## config.mk

```make
export PLATFORM = sky130hd
export DESIGN_NAME = step_gen_io
export DESIGN_NICKNAME = d
export VERILOG_FILES = /design/src/rtl/step_gen_io_pkg.sv /design/src/rtl/step_gen_io_pulse_fsm.sv /design/src/rtl/step_gen_io.sv
export SDC_FILE = /design/constraint.sdc
export NUM_CORES = 1
export LEC_CHECK = 0
export BUFFER_PORTS_ARGS = -buffer_cell sky130_fd_sc_hd__buf_4
export CAP_MARGIN = 20
export CORE_AREA = 2 2 194 158
export CTS_BUF_LIST = sky130_fd_sc_hd__clkbuf_8
export DETAILED_ROUTE_END_ITERATION = 6
export DIE_AREA = 0 0 196 160
export HOLD_SLACK_MARGIN = 0.12
export RECOVER_POWER = 100
export SYNTH_ARGS = -nofsm -noshare
export SYNTH_HDL_FRONTEND = slang
export SYNTH_SLANG_ARGS = --single-unit
```

## constraint.sdc

```tcl
create_clock -name clk_in -period 14.95 [get_ports clk_in]
set_input_delay 1.495 -clock clk_in [delete_from_list [all_inputs] [get_ports clk_in]]
set_output_delay 1.495 -clock clk_in [all_outputs]
set_load 0.1 [all_outputs]
```

## src/rtl/step_gen_io_pkg.sv

```systemverilog
// Shared definitions for the step/direction generator.
//   - default field widths
//   - register word offsets (byte offset >> 2)
//   - CTRL / STATUS bit positions
//   - pulse FSM state encoding
//   - byte-strobe merge helper
package step_gen_io_pkg;

    localparam int PERIOD_W_DEF = 24;
    localparam int PULSE_W_DEF  = 16;
    localparam int COUNT_W_DEF  = 32;

    // Word offsets within the block
    localparam logic [5:0] REG_CTRL     = 6'h00;
    localparam logic [5:0] REG_PERIOD   = 6'h01;
    localparam logic [5:0] REG_PULSE    = 6'h02;
    localparam logic [5:0] REG_STEPS    = 6'h03;
    localparam logic [5:0] REG_STATUS   = 6'h04;
    localparam logic [5:0] REG_POSITION = 6'h05;

    localparam int CTRL_EN_BIT    = 0;
    localparam int CTRL_DIR_BIT   = 1;
    localparam int CTRL_ABORT_BIT = 2;
    localparam int STAT_BUSY_BIT  = 0;
    localparam int STAT_DONE_BIT  = 1;

    typedef enum logic [1:0] {
        ST_IDLE = 2'd0,
        ST_HIGH = 2'd1,
        ST_LOW  = 2'd2
    } step_state_e;

    // Replace only the bytes whose strobe is set.
    function automatic logic [31:0] merge_wstrb(input logic [31:0] old_v,
                                                input logic [31:0] new_v,
                                                input logic [3:0]  strb);
        logic [31:0] res;
        res = old_v;
        for (int b = 0; b < 4; b++) begin
            if (strb[b]) res[b*8 +: 8] = new_v[b*8 +: 8];
        end
        return res;
    endfunction

endpackage

```

## src/rtl/step_gen_io_pulse_fsm.sv

```systemverilog
// step_pulse_fsm: IDLE/HIGH/LOW pulse sequencer with phase counter,
// remaining-step counter and signed position counter.
//   clk_in, reset_in      clock, async active-high reset
//   enable_i, dir_i       CTRL.enable / CTRL.dir register values
//   abort_i               one-cycle abort strobe (bus commit edge)
//   period_i, pulse_i     step period / high-time in clk cycles
//   load_i, load_value_i  STEPS write strobe and merged value
//   pos_wr_i, pos_value_i POSITION write strobe and merged value
//   step_o, dir_o         driver pins
//   busy_o, done_set_o    running flag, one-cycle run-complete strobe
//   remaining_o           steps still to issue
//   position_o            signed step position
module step_pulse_fsm
    import step_gen_io_pkg::*;
#(
    parameter int PERIOD_W = PERIOD_W_DEF,
    parameter int PULSE_W  = PULSE_W_DEF,
    parameter int COUNT_W  = COUNT_W_DEF
) (
    input  logic                clk_in,
    input  logic                reset_in,
    input  logic                enable_i,
    input  logic                dir_i,
    input  logic                abort_i,
    input  logic [PERIOD_W-1:0] period_i,
    input  logic [PULSE_W-1:0]  pulse_i,
    input  logic                load_i,
    input  logic [COUNT_W-1:0]  load_value_i,
    input  logic                pos_wr_i,
    input  logic [31:0]         pos_value_i,
    output logic                step_o,
    output logic                dir_o,
    output logic                busy_o,
    output logic                done_set_o,
    output logic [COUNT_W-1:0]  remaining_o,
    output logic [31:0]         position_o
);

    // Phase counter wide enough for both PERIOD and PULSE+1
    localparam int CW = (PERIOD_W > PULSE_W + 1) ? PERIOD_W : PULSE_W + 1;

    step_state_e        state_q, state_d;
    logic [CW-1:0]      cnt_q, cnt_d;
    logic [COUNT_W-1:0] rem_q, rem_d;
    logic [31:0]        pos_q, pos_d;
    logic               dir_q, dir_d;

    logic [CW-1:0] hi_len, per_eff, lo_raw, lo_len;
    logic          kill, enter_high;

    // HIGH = max(PULSE,1); whole period = max(PERIOD,PULSE+1); LOW >= 1
    always_comb begin
        hi_len  = (pulse_i == '0) ? CW'(1) : CW'(pulse_i);
        per_eff = (CW'(period_i) > CW'(pulse_i) + CW'(1)) ? CW'(period_i)
                                                          : CW'(pulse_i) + CW'(1);
        lo_raw  = per_eff - hi_len;
        lo_len  = (lo_raw == '0) ? CW'(1) : lo_raw;
    end

    always_comb begin
        state_d    = state_q;
        cnt_d      = cnt_q;
        rem_d      = rem_q;
        pos_d      = pos_q;
        dir_d      = dir_q;
        done_set_o = 1'b0;
        enter_high = 1'b0;
        kill       = abort_i | (!enable_i && state_q != ST_IDLE);

        if (kill) begin
            state_d = ST_IDLE;
            cnt_d   = '0;
            rem_d   = '0;
        end else begin
            case (state_q)
                ST_IDLE: begin
                    if (enable_i && rem_q != '0) begin
                        state_d    = ST_HIGH;
                        dir_d      = dir_i;
                        enter_high = 1'b1;
                    end
                end
                ST_HIGH: begin
                    if (cnt_q == '0) begin
                        state_d = ST_LOW;
                        cnt_d   = lo_len - CW'(1);
                    end else begin
                        cnt_d = cnt_q - CW'(1);
                    end
                end
                ST_LOW: begin
                    if (cnt_q != '0) begin
                        cnt_d = cnt_q - CW'(1);
                    end else if (rem_q != '0) begin
                        state_d    = ST_HIGH;
                        enter_high = 1'b1;
                    end else begin
                        state_d    = ST_IDLE;
                        done_set_o = 1'b1;
                    end
                end
                default: state_d = ST_IDLE;
            endcase

            // Each step is counted as it starts; entry implies rem_q != 0
            if (enter_high) begin
                cnt_d = hi_len - CW'(1);
                rem_d = rem_q - COUNT_W'(1);
                pos_d = dir_d ? pos_q - 32'd1 : pos_q + 32'd1;
            end
        end

        // Bus writes override the sequencer's own updates
        if (load_i)   rem_d = load_value_i;
        if (pos_wr_i) pos_d = pos_value_i;
    end

    always_ff @(posedge clk_in or posedge reset_in) begin
        if (reset_in) begin
            state_q <= ST_IDLE;
            cnt_q   <= '0;
            rem_q   <= '0;
            pos_q   <= '0;
            dir_q   <= 1'b0;
        end else begin
            state_q <= state_d;
            cnt_q   <= cnt_d;
            rem_q   <= rem_d;
            pos_q   <= pos_d;
            dir_q   <= dir_d;
        end
    end

    assign step_o      = (state_q == ST_HIGH);
    assign dir_o       = dir_q;
    assign busy_o      = (state_q != ST_IDLE);
    assign remaining_o = rem_q;
    assign position_o  = pos_q;

endmodule

```

## src/rtl/step_gen_io.sv

```systemverilog
// step_gen_io: picorv32 native-bus responder driving a stepper driver.
//   clk_in, reset_in      clock, async active-high reset
//   valid_in, addr_in     request and byte offset (bits [1:0] ignored)
//   wdata_in, wstrb_in    write data and byte enables (0 = read)
//   ready_out, rdata_out  one-cycle ack; read data is 0 outside the ack
//   step_out, dir_out     STEP / DIR pins
//   driver_en_n_out       active-low driver enable (= !CTRL.enable)
//   done_irq_out          level copy of STATUS.done
module step_gen_io
    import step_gen_io_pkg::*;
#(
    parameter int PERIOD_W = PERIOD_W_DEF,
    parameter int PULSE_W  = PULSE_W_DEF,
    parameter int COUNT_W  = COUNT_W_DEF
) (
    input  logic        clk_in,
    input  logic        reset_in,
    input  logic        valid_in,
    input  logic [7:0]  addr_in,
    input  logic [31:0] wdata_in,
    input  logic [3:0]  wstrb_in,
    output logic        ready_out,
    output logic [31:0] rdata_out,
    output logic        step_out,
    output logic        dir_out,
    output logic        driver_en_n_out,
    output logic        done_irq_out
);

    logic                ready_q, ctrl_en_q, ctrl_dir_q, done_q;
    logic [31:0]         rdata_q;
    logic [PERIOD_W-1:0] period_q;
    logic [PULSE_W-1:0]  pulse_q;

    logic               access, wr;
    logic [5:0]         word;
    logic [31:0]        rd_val, merged;
    logic               busy, done_set, abort, load, pos_wr, done_clr;
    logic [COUNT_W-1:0] remaining;
    logic [31:0]        position;

    // A request is serviced once: on the edge that raises ready
    assign access = valid_in & ~ready_q;
    assign wr     = access & (wstrb_in != 4'b0000);
    assign word   = addr_in[7:2];

    always_comb begin
        rd_val = 32'd0;
        case (word)
            REG_CTRL:     rd_val = {30'd0, ctrl_dir_q, ctrl_en_q};
            REG_PERIOD:   rd_val = 32'(period_q);
            REG_PULSE:    rd_val = 32'(pulse_q);
            REG_STEPS:    rd_val = 32'(remaining);
            REG_STATUS:   rd_val = {30'd0, done_q, busy};
            REG_POSITION: rd_val = position;
            default:      rd_val = 32'd0;
        endcase
    end

    assign merged   = merge_wstrb(rd_val, wdata_in, wstrb_in);
    assign abort    = wr && word == REG_CTRL && wstrb_in[0] && wdata_in[CTRL_ABORT_BIT];
    assign load     = wr && word == REG_STEPS;
    assign pos_wr   = wr && word == REG_POSITION;
    assign done_clr = wr && word == REG_STATUS && wstrb_in[0] && wdata_in[STAT_DONE_BIT];

    always_ff @(posedge clk_in or posedge reset_in) begin
        if (reset_in) begin
            ready_q    <= 1'b0;
            rdata_q    <= 32'd0;
            ctrl_en_q  <= 1'b0;
            ctrl_dir_q <= 1'b0;
            period_q   <= '0;
            pulse_q    <= '0;
            done_q     <= 1'b0;
        end else begin
            ready_q <= access;
            rdata_q <= (access && wstrb_in == 4'b0000) ? rd_val : 32'd0;
            if (wr && word == REG_CTRL) begin
                ctrl_en_q  <= merged[CTRL_EN_BIT];
                ctrl_dir_q <= merged[CTRL_DIR_BIT];
            end
            if (wr && word == REG_PERIOD) period_q <= merged[PERIOD_W-1:0];
            if (wr && word == REG_PULSE)  pulse_q  <= merged[PULSE_W-1:0];
            // Set has priority over a simultaneous write-1-clear
            if (done_set)      done_q <= 1'b1;
            else if (done_clr) done_q <= 1'b0;
        end
    end

    step_pulse_fsm #(
        .PERIOD_W (PERIOD_W),
        .PULSE_W  (PULSE_W),
        .COUNT_W  (COUNT_W)
    ) u_fsm (
        .clk_in       (clk_in),
        .reset_in     (reset_in),
        .enable_i     (ctrl_en_q),
        .dir_i        (ctrl_dir_q),
        .abort_i      (abort),
        .period_i     (period_q),
        .pulse_i      (pulse_q),
        .load_i       (load),
        .load_value_i (merged[COUNT_W-1:0]),
        .pos_wr_i     (pos_wr),
        .pos_value_i  (merged),
        .step_o       (step_out),
        .dir_o        (dir_out),
        .busy_o       (busy),
        .done_set_o   (done_set),
        .remaining_o  (remaining),
        .position_o   (position)
    );

    // Address bits [1:0] carry no information for word registers
    logic unused_bits;
    assign unused_bits = ^addr_in[1:0];

    assign ready_out       = ready_q;
    assign rdata_out       = rdata_q;
    assign driver_en_n_out = ~ctrl_en_q;
    assign done_irq_out    = done_q;

endmodule

```

[After elaboration in Yosys (flattened, before gate mapping)]
Cells that the tools add are included.
Cells by class
  add/sub/neg operators: 8
  magnitude comparators: 1
  equal/unequal tests: 12
  mux-type cells: 41
  bitwise gates (word level): 5
  reduce and logical (&&, ||, !) cells: 31
Operators by type and width (number)
  32-bit two-way mux: 8
  32-bit case mux with 6 select lines: 1
  24-bit two-way mux: 6
  24-bit by 1-bit subtractor with 24-bit output, second input constant: 3
  32-bit by 1-bit subtractor with 32-bit output, second input constant: 2
  24-bit zero test: 2
  24-bit case mux with 2 select lines: 1
  32-bit by 1-bit adder with 32-bit output, second input constant: 1
  8-bit two-way mux: 4
  32-bit nonzero test: 1
  24-bit > comparator: 1
  24-bit nonzero test: 1
  24-bit subtractor: 1
  16-bit by 1-bit adder with 17-bit output, second input constant: 1
  16-bit zero test: 1
  16-bit two-way mux: 1
  1-bit two-way mux: 14
  1-bit logical AND: 13
  6-bit by 2-bit equality test with 1-bit output, second input constant: 2
  6-bit by 3-bit equality test with 1-bit output, second input constant: 2
  2-bit two-way mux: 4
  4-bit nonzero test: 2
  6-bit by 1-bit equality test with 1-bit output, second input constant: 1
  6-bit zero test: 1
  18 further kinds: 24
Word-level totals
  flip-flop bits (word level): 167
  input bits: 47
  output and inout bits: 37
  logic and storage cells: 110

[Logic depth before layout (Yosys ltp)]
  word-level depth: 12
  depth in mapped cells: 36
  mapped depth without buffers: 34

[Cells and area by module]
Synthesis repeated with hierarchy kept, for this count alone.
Unflattened totals
  cell total of the unflattened synthesis: 1632
  area total of the unflattened synthesis: 13619.3 um^2
By module, submodules not included
  step_pulse_fsm: times used 1, cells an instance 1235, area each 9362.7 um^2, sequential area each 2277.2 um^2
  step_gen_io: times used 1, cells an instance 397, area each 4256.6 um^2, sequential area each 1901.8 um^2

[Least setup slack after synthesis]
Ideal clock, no wire load.
  path type: register -> register
  start: register pulse_q[3]
  end: register u_fsm.cnt_q[18]
  setup time: 0.066 ns
  data arrival time: 7.220 ns
  data required time: 14.884 ns
  setup slack: 7.664 ns
  stages on the path, launching flop included: 35
  path buffers: 2
  clock period less this slack: 7.286 ns
  path through: dfrtp_1 -> and4_1 -> nand4_1 -> nor4_1 -> nand2_1 -> xnor2_1 -> ha_1 -> nand3_1 -> nor3_1 -> a2111oi_0 -> nand4b_1 -> nand2_1 -> clkbuf_1 -> o21ai_0 -> ha_1 -> fa_1 -> and2b_1 -> o211ai_1 -> a211oi_2 -> o21a_1 -> o211ai_1 -> or2_1 -> or4_4 -> buf_6 -> nor3_2 -> nand3_2 -> and2_1 -> ha_1 -> o211ai_1 -> nor4_1 -> o211ai_1 -> or3_4 -> a21oi_1 -> mux2_1 -> nand2_1
On the way
  longest elaborated chain between the ends: 11
  elaborated cells on any way between the ends: 14
  classes of those cells: add/sub: 4; order compare: 1; mux: 7; reduce/logical: 2
RTL lines
  from (decl): RTL line step_gen_io.sv:33  | logic [PULSE_W-1:0] pulse_q;
  from (signal assigned): RTL line step_gen_io.sv:83  | if (wr && word == REG_PULSE) pulse_q <= merged[PULSE_W-1:0];
  16-bit by 1-bit adder with 17-bit output: RTL line step_gen_io_pulse_fsm.sv:54, step_gen_io_pulse_fsm.sv:55
  24-bit > comparator: RTL line step_gen_io_pulse_fsm.sv:54  | per_eff = (CW'(period_i) > CW'(pulse_i) + CW'(1)) ? CW'(period_i)
  24-bit two-way mux: RTL line step_gen_io_pulse_fsm.sv:54
  24-bit subtractor: RTL line step_gen_io_pulse_fsm.sv:56  | lo_raw = per_eff - hi_len;
  24-bit zero test: RTL line step_gen_io_pulse_fsm.sv:57  | lo_len = (lo_raw == '0) ? CW'(1) : lo_raw;
  24-bit two-way mux: RTL line step_gen_io_pulse_fsm.sv:57
  24-bit by 1-bit subtractor with 24-bit output: RTL line step_gen_io_pulse_fsm.sv:86  | cnt_d = lo_len - CW'(1);
  24-bit two-way mux: RTL line step_gen_io_pulse_fsm.sv:84  | if (cnt_q == '0) begin
  24-bit case mux with 2 select lines: RTL line step_gen_io_pulse_fsm.sv:75  | case (state_q)
  24-bit two-way mux *: RTL line step_gen_io_pulse_fsm.sv:106  | if (enter_high) begin
  24-bit two-way mux *: RTL line step_gen_io_pulse_fsm.sv:70  | if (kill) begin
  to (signal assigned): RTL line step_gen_io_pulse_fsm.sv:127  | cnt_q <= cnt_d;
  to (decl): RTL line step_gen_io_pulse_fsm.sv:43  | logic [CW-1:0] cnt_q, cnt_d;
Mark *: on every way between the ends. The rest lies on a longest branch, timed or not.
A chain may end at the register's enable or synchronous reset.

[Final worst setup path]
  start: register pulse_q[2]
  end: register u_fsm.cnt_q[12]
Same word-level chain as after synthesis.

==> impl_results.html <==
<table>
<tr><th>Metric</th><th>Value</th></tr>
<tr><th colspan="2">Clock network</th></tr>
<tr><td>Count of H-tree levels built during CTS</td><td>4</td></tr>
<tr><td>Post-CTS Setup Inserts</td><td>0</td></tr>
<tr><td>Clock buffer depth</td><td>2</td></tr>
<tr><td>Total of cells resized after clock tree synthesis</td><td>0</td></tr>
<tr><td>CTS hold repair buffers</td><td>0</td></tr>
<tr><td>CTS tree</td><td>built</td></tr>
<tr><td>Clock slew seen by the registers of the worst setup and hold paths</td><td>0.09 ns</td></tr>
<tr><td>TritonCTS buffer count</td><td>17</td></tr>
<tr><td>Master cell of the clock root buffer</td><td>sky130_fd_sc_hd__clkbuf_8</td></tr>
<tr><td>Insertion delay to the later sink of the worst-skew pair</td><td>0.49 ns</td></tr>
<tr><td>Number of sinks handled by clock tree synthesis</td><td>167</td></tr>
<tr><th colspan="2">Global routing</th></tr>
<tr><td>Largest net degree at the start of global routing</td><td>78</td></tr>
<tr><td>GRT Overall Usage</td><td>0.276</td></tr>
<tr><td>Number of global-route vias before repair</td><td>11700</td></tr>
<tr><td>First-pass GRT wire length</td><td>67500 µm</td></tr>
<tr><td>Residual overflow from global routing</td><td>0</td></tr>
<tr><td>Initial antenna violation count</td><td>0</td></tr>
<tr><th colspan="2">Layout</th></tr>
<tr><td>Total area of multi-input combinational cells</td><td>8320 µm²</td></tr>
<tr><td>Ratio of cells with drive above 1 in the final layout</td><td>0.0699</td></tr>
<tr><td>Area growth from synthesis to layout</td><td>8.26%</td></tr>
<tr><td>Count of inserted antenna diode cells</td><td>0</td></tr>
<tr><td>Fin util</td><td>0.476</td></tr>
<tr><td>Final net count</td><td>1754</td></tr>
<tr><td>Number of filler instances in the final layout</td><td>3012</td></tr>
<tr><td>Area used by sequential logic in the layout</td><td>4180 µm²</td></tr>
<tr><th colspan="2">Timing</th></tr>
<tr><td>Measured slew at the worst slew-check pin</td><td>4.23 ns</td></tr>
<tr><td>Ratio of final minimum period to clock period</td><td>0.694</td></tr>
<tr><td>Total Negative Setup Slacks</td><td>0 ns</td></tr>
<tr><td>Setup repair after global routing missed its margin</td><td>false</td></tr>
<tr><td>Final min period</td><td>10.38 ns</td></tr>
<tr><td>Final setup viols</td><td>0</td></tr>
<tr><td>Top achievable clock speed</td><td>0.0964 GHz</td></tr>
<tr><td>Worst slew margin relative to its limit</td><td>-1.82</td></tr>
<tr><td>Post-route clock skew</td><td>0.0126 ns</td></tr>
<tr><td>Total count of hold-check failures in the final report</td><td>0</td></tr>
<tr><td>Slew Limit Fails</td><td>266</td></tr>
<tr><th colspan="2">Yosys</th></tr>
<tr><td>Library cell with the highest instance count after synthesis</td><td>sky130_fd_sc_hd__nand2_1</td></tr>
<tr><td>Syn Area/Cell</td><td>8.16 µm²</td></tr>
<tr><td>Syn Nets</td><td>1717</td></tr>
<tr><td>Count of synthesis-stage warnings from yosys</td><td>0</td></tr>
<tr><td>Dominant register cell in the synthesized netlist</td><td>sky130_fd_sc_hd__dfrtp_1</td></tr>
<tr><td>Share of the yosys chip area belonging to registers</td><td>0.321</td></tr>
<tr><td>Count of unique library cells instantiated by Yosys</td><td>84</td></tr>
<tr><td>Dominant cell type by area after synthesis</td><td>sky130_fd_sc_hd__dfrtp_1</td></tr>
<tr><td>Number of synthesized flops with an enable pin</td><td>0</td></tr>
<tr><td>Leading post-synthesis cells by instance count</td><td>sky130_fd_sc_hd__nand2_1 (209), sky130_fd_sc_hd__dfrtp_1 (167), sky130_fd_sc_hd__a21oi_1 (139)</td></tr>
<tr><td>Synth Register Bits</td><td>167</td></tr>
<tr><td>Netlist Area Pre-Place</td><td>13000 µm²</td></tr>
<tr><td>Fraction of registers with async set/reset</td><td>1.00</td></tr>
<tr><td>Share of Yosys cell area claimed by the top area cell type</td><td>0.321</td></tr>
<tr><td>Most area-consuming cells after synthesis</td><td>sky130_fd_sc_hd__dfrtp_1 (32%), sky130_fd_sc_hd__ha_1 (6.7%), sky130_fd_sc_hd__nand2_1 (6.0%)</td></tr>
<tr><td>Number of standard cells after synthesis</td><td>1598</td></tr>
<tr><th colspan="2">Critical path</th></tr>
<tr><td>Arrival time worst endpoint</td><td>10.76 ns</td></tr>
<tr><td>Kind of start point of the critical path</td><td>flip-flop</td></tr>
<tr><td>Worst Setup Path Type</td><td>flip-flop to flip-flop</td></tr>
<tr><td>Type of element capturing the critical path</td><td>flip-flop</td></tr>
<tr><td>Required time at the endpoint of the critical path</td><td>15.33 ns</td></tr>
<tr><td>Worst Path Max Fanout</td><td>32</td></tr>
<tr><td>Reg2Reg Depth</td><td>32</td></tr>
<tr><td>Critical Path Slowest Stage Cell</td><td>sky130_fd_sc_hd__a211oi_1</td></tr>
<tr><td>Critical path's largest stage delay</td><td>0.84 ns</td></tr>
<tr><th colspan="2">Die</th></tr>
<tr><td>Total core area</td><td>29700 µm²</td></tr>
<tr><td>Die Height</td><td>160 µm</td></tr>
<tr><td>Core Rows</td><td>57</td></tr>
<tr><td>Die Footprint</td><td>31400 µm²</td></tr>
<tr><td>Initial Util</td><td>0.439</td></tr>
<tr><td>Die span in x</td><td>196 µm</td></tr>
<tr><td>Number of I/O pins</td><td>84</td></tr>
<tr><th colspan="2">Status</th></tr>
<tr><td>Outcome</td><td>complete, but fails checks</td></tr>
<tr><td>Failing checks</td><td>max-capacitance violations, max-slew violations</td></tr>
<tr><th colspan="2">Placement</th></tr>
<tr><td>Number of I/O port buffers</td><td>81</td></tr>
<tr><td>Estimated wirelength of the detail-placed design</td><td>31600 µm</td></tr>
<tr><td>Global placer's final weighted congestion</td><td>0.890</td></tr>
<tr><th colspan="2">Detailed routing</th></tr>
<tr><td>Drt pass-1 iters</td><td>6</td></tr>
<tr><td>Remaining DRCs</td><td>0</td></tr>
<tr><td>Vias after detailed routing</td><td>12600</td></tr>
<tr><td>Total wirelength of the detailed-routed design</td><td>43100 µm</td></tr>
<tr><td>Starting DRT DRC Count</td><td>1358</td></tr>
<tr><td>Post-DRT Antenna Nets</td><td>0</td></tr>
<tr><td>Via density per instance</td><td>6.19</td></tr>
<tr><td>Wirelength per Cell</td><td>21.3 µm</td></tr>
<tr><th colspan="2">Pwr</th></tr>
<tr><td>Pwr Total</td><td>3.41 mW</td></tr>
<tr><td>Worst vdd ir</td><td>0.0916 mV</td></tr>
<tr><td>Leak</td><td>6.01 nW</td></tr>
<tr><td>Pwr dens</td><td>242 nW/µm²</td></tr>
<tr><th colspan="2">Min path</th></tr>
<tr><td>Tightest Hold Check Type</td><td>flip-flop to flip-flop</td></tr>
<tr><td>Cells on Worst Hold Path</td><td>1</td></tr>
<tr><th colspan="2">Run</th></tr>
<tr><td>Max_cap viols</td><td>6</td></tr>
</table>
cell usage in the layout, fill, tap and decap left out, drive strengths merged, types with 9 or more instances in the layout:
master  Yosys  layout
or2        11      11
nor2b      24      24
buf        26      54
nor2      127     127
a211oi     31      31
or4         9       9
o211ai     17      17
a22oi      16      16
clkbuf     56      64
or3        16      16
o22ai      30      30
nand4      12      12
nor4       17      17
nand2     210     210
a21o       16      16
a22o       13      13
xor2       37      37
inv        44      45
mux2i      40      40
xnor2      76      76
a21oi     140     140
nand3      40      40
o21a       16      16
a222oi     16      16
nor3       58      58
dfrtp     167     167
ha         70      70
o21ai     119     119
and3       14      14
nand2b     16      16
a31oi      10      10
final timing paths:
check                                        from                          end  slack, ns
min in group asynchronous                reset_in       rdata_out[7]$_DFF_PP0_       1.63
max                        pulse_q[2]$_DFFE_PP0P_  u_fsm.cnt_q[12]$_DFFE_PP0P_       4.57
max in group asynchronous                reset_in  u_fsm.cnt_q[13]$_DFFE_PP0P_       7.24
min reg2reg                   ready_out$_DFF_PP0_          ready_out$_DFF_PP0_       0.47
min                           ready_out$_DFF_PP0_          ready_out$_DFF_PP0_       0.47
max reg2reg                pulse_q[2]$_DFFE_PP0P_  u_fsm.cnt_q[12]$_DFFE_PP0P_       4.57
through the flow:
stage,std cells,setup WS (ns),hold WS (ns),instance area (µm²)
3_3_place_gp,1999,5.43,0.456,13900
4_1_cts,2028,5.30,0.475,14300
5_1_grt,2028,3.55,0.522,14100
6_report,2028,4.57,0.469,14100
2_1_floorplan,1598,7.66,0.488,13000
3_5_place_dp,1999,5.36,0.461,13900
critical path, delay by kind of cell, from the launching register on:
kind	cells	cell delay, ns
adder cells (fa/ha/maj)	3	0.79
flip-flops	1	0.61
XOR/XNOR	3	0.68
AO/OA/AOI/OAI	11	3.96
multiplexers	1	0.44
AND/OR/NAND/NOR	14	3.76
layout make-up:
cell class / count / share of cell area
multi-input combinational: 1305 / 0.589
sequential: 167 / 0.296
timing repair buffer: 100 / 0.0417
tap: 383 / 0.0339
clock buffer: 18 / 0.0176
inverter: 44 / 0.0118
clock inverter: 11 / 0.00966
report_power, final:
| group | switching, mW | leakage, nW | internal [mW] |
|---|---|---|---|
| clock network | 0.176 | 0.199 | 0.165 |
| logic | 1.45 | 3.62 | 0.900 |
| registers | 0.148 | 2.19 | 0.572 |
| total | 1.78 | 6.01 | 1.64 |
cell families after synthesis:
family,count (synthesis),synth area share
AND/OR/NAND/NOR,591,0.219
AO/OA/AOI/OAI,483,0.239
flip-flops,167,0.321
buffers and inverters,126,0.0399
XOR/XNOR,113,0.0759
adder cells (fa/ha/maj),72,0.0702
multiplexers,46,0.0359
flip-flops by register name (all words and copies together), names as in the netlist:
signal / flops
ctrl_en_q: 1
done_irq_out: 1
ctrl_dir_q: 1
u_fsm.state_q: 2
u_fsm.position_o: 32
period_q: 24
pulse_q: 16
ready_out: 1
rdata_out: 32
u_fsm.dir_o: 1
u_fsm.cnt_q: 24
u_fsm.remaining_o: 32
routing by layer:
layer	vias up	routed length (µm)	track usage
met5	-	0	0
met4	0	526	0.0568
met1	6055	20700	0.424
li1	5918	-	-
met3	38	3940	0.0553
met2	539	18000	0.397
Note: power is estimated with default switching activity, not from simulation.
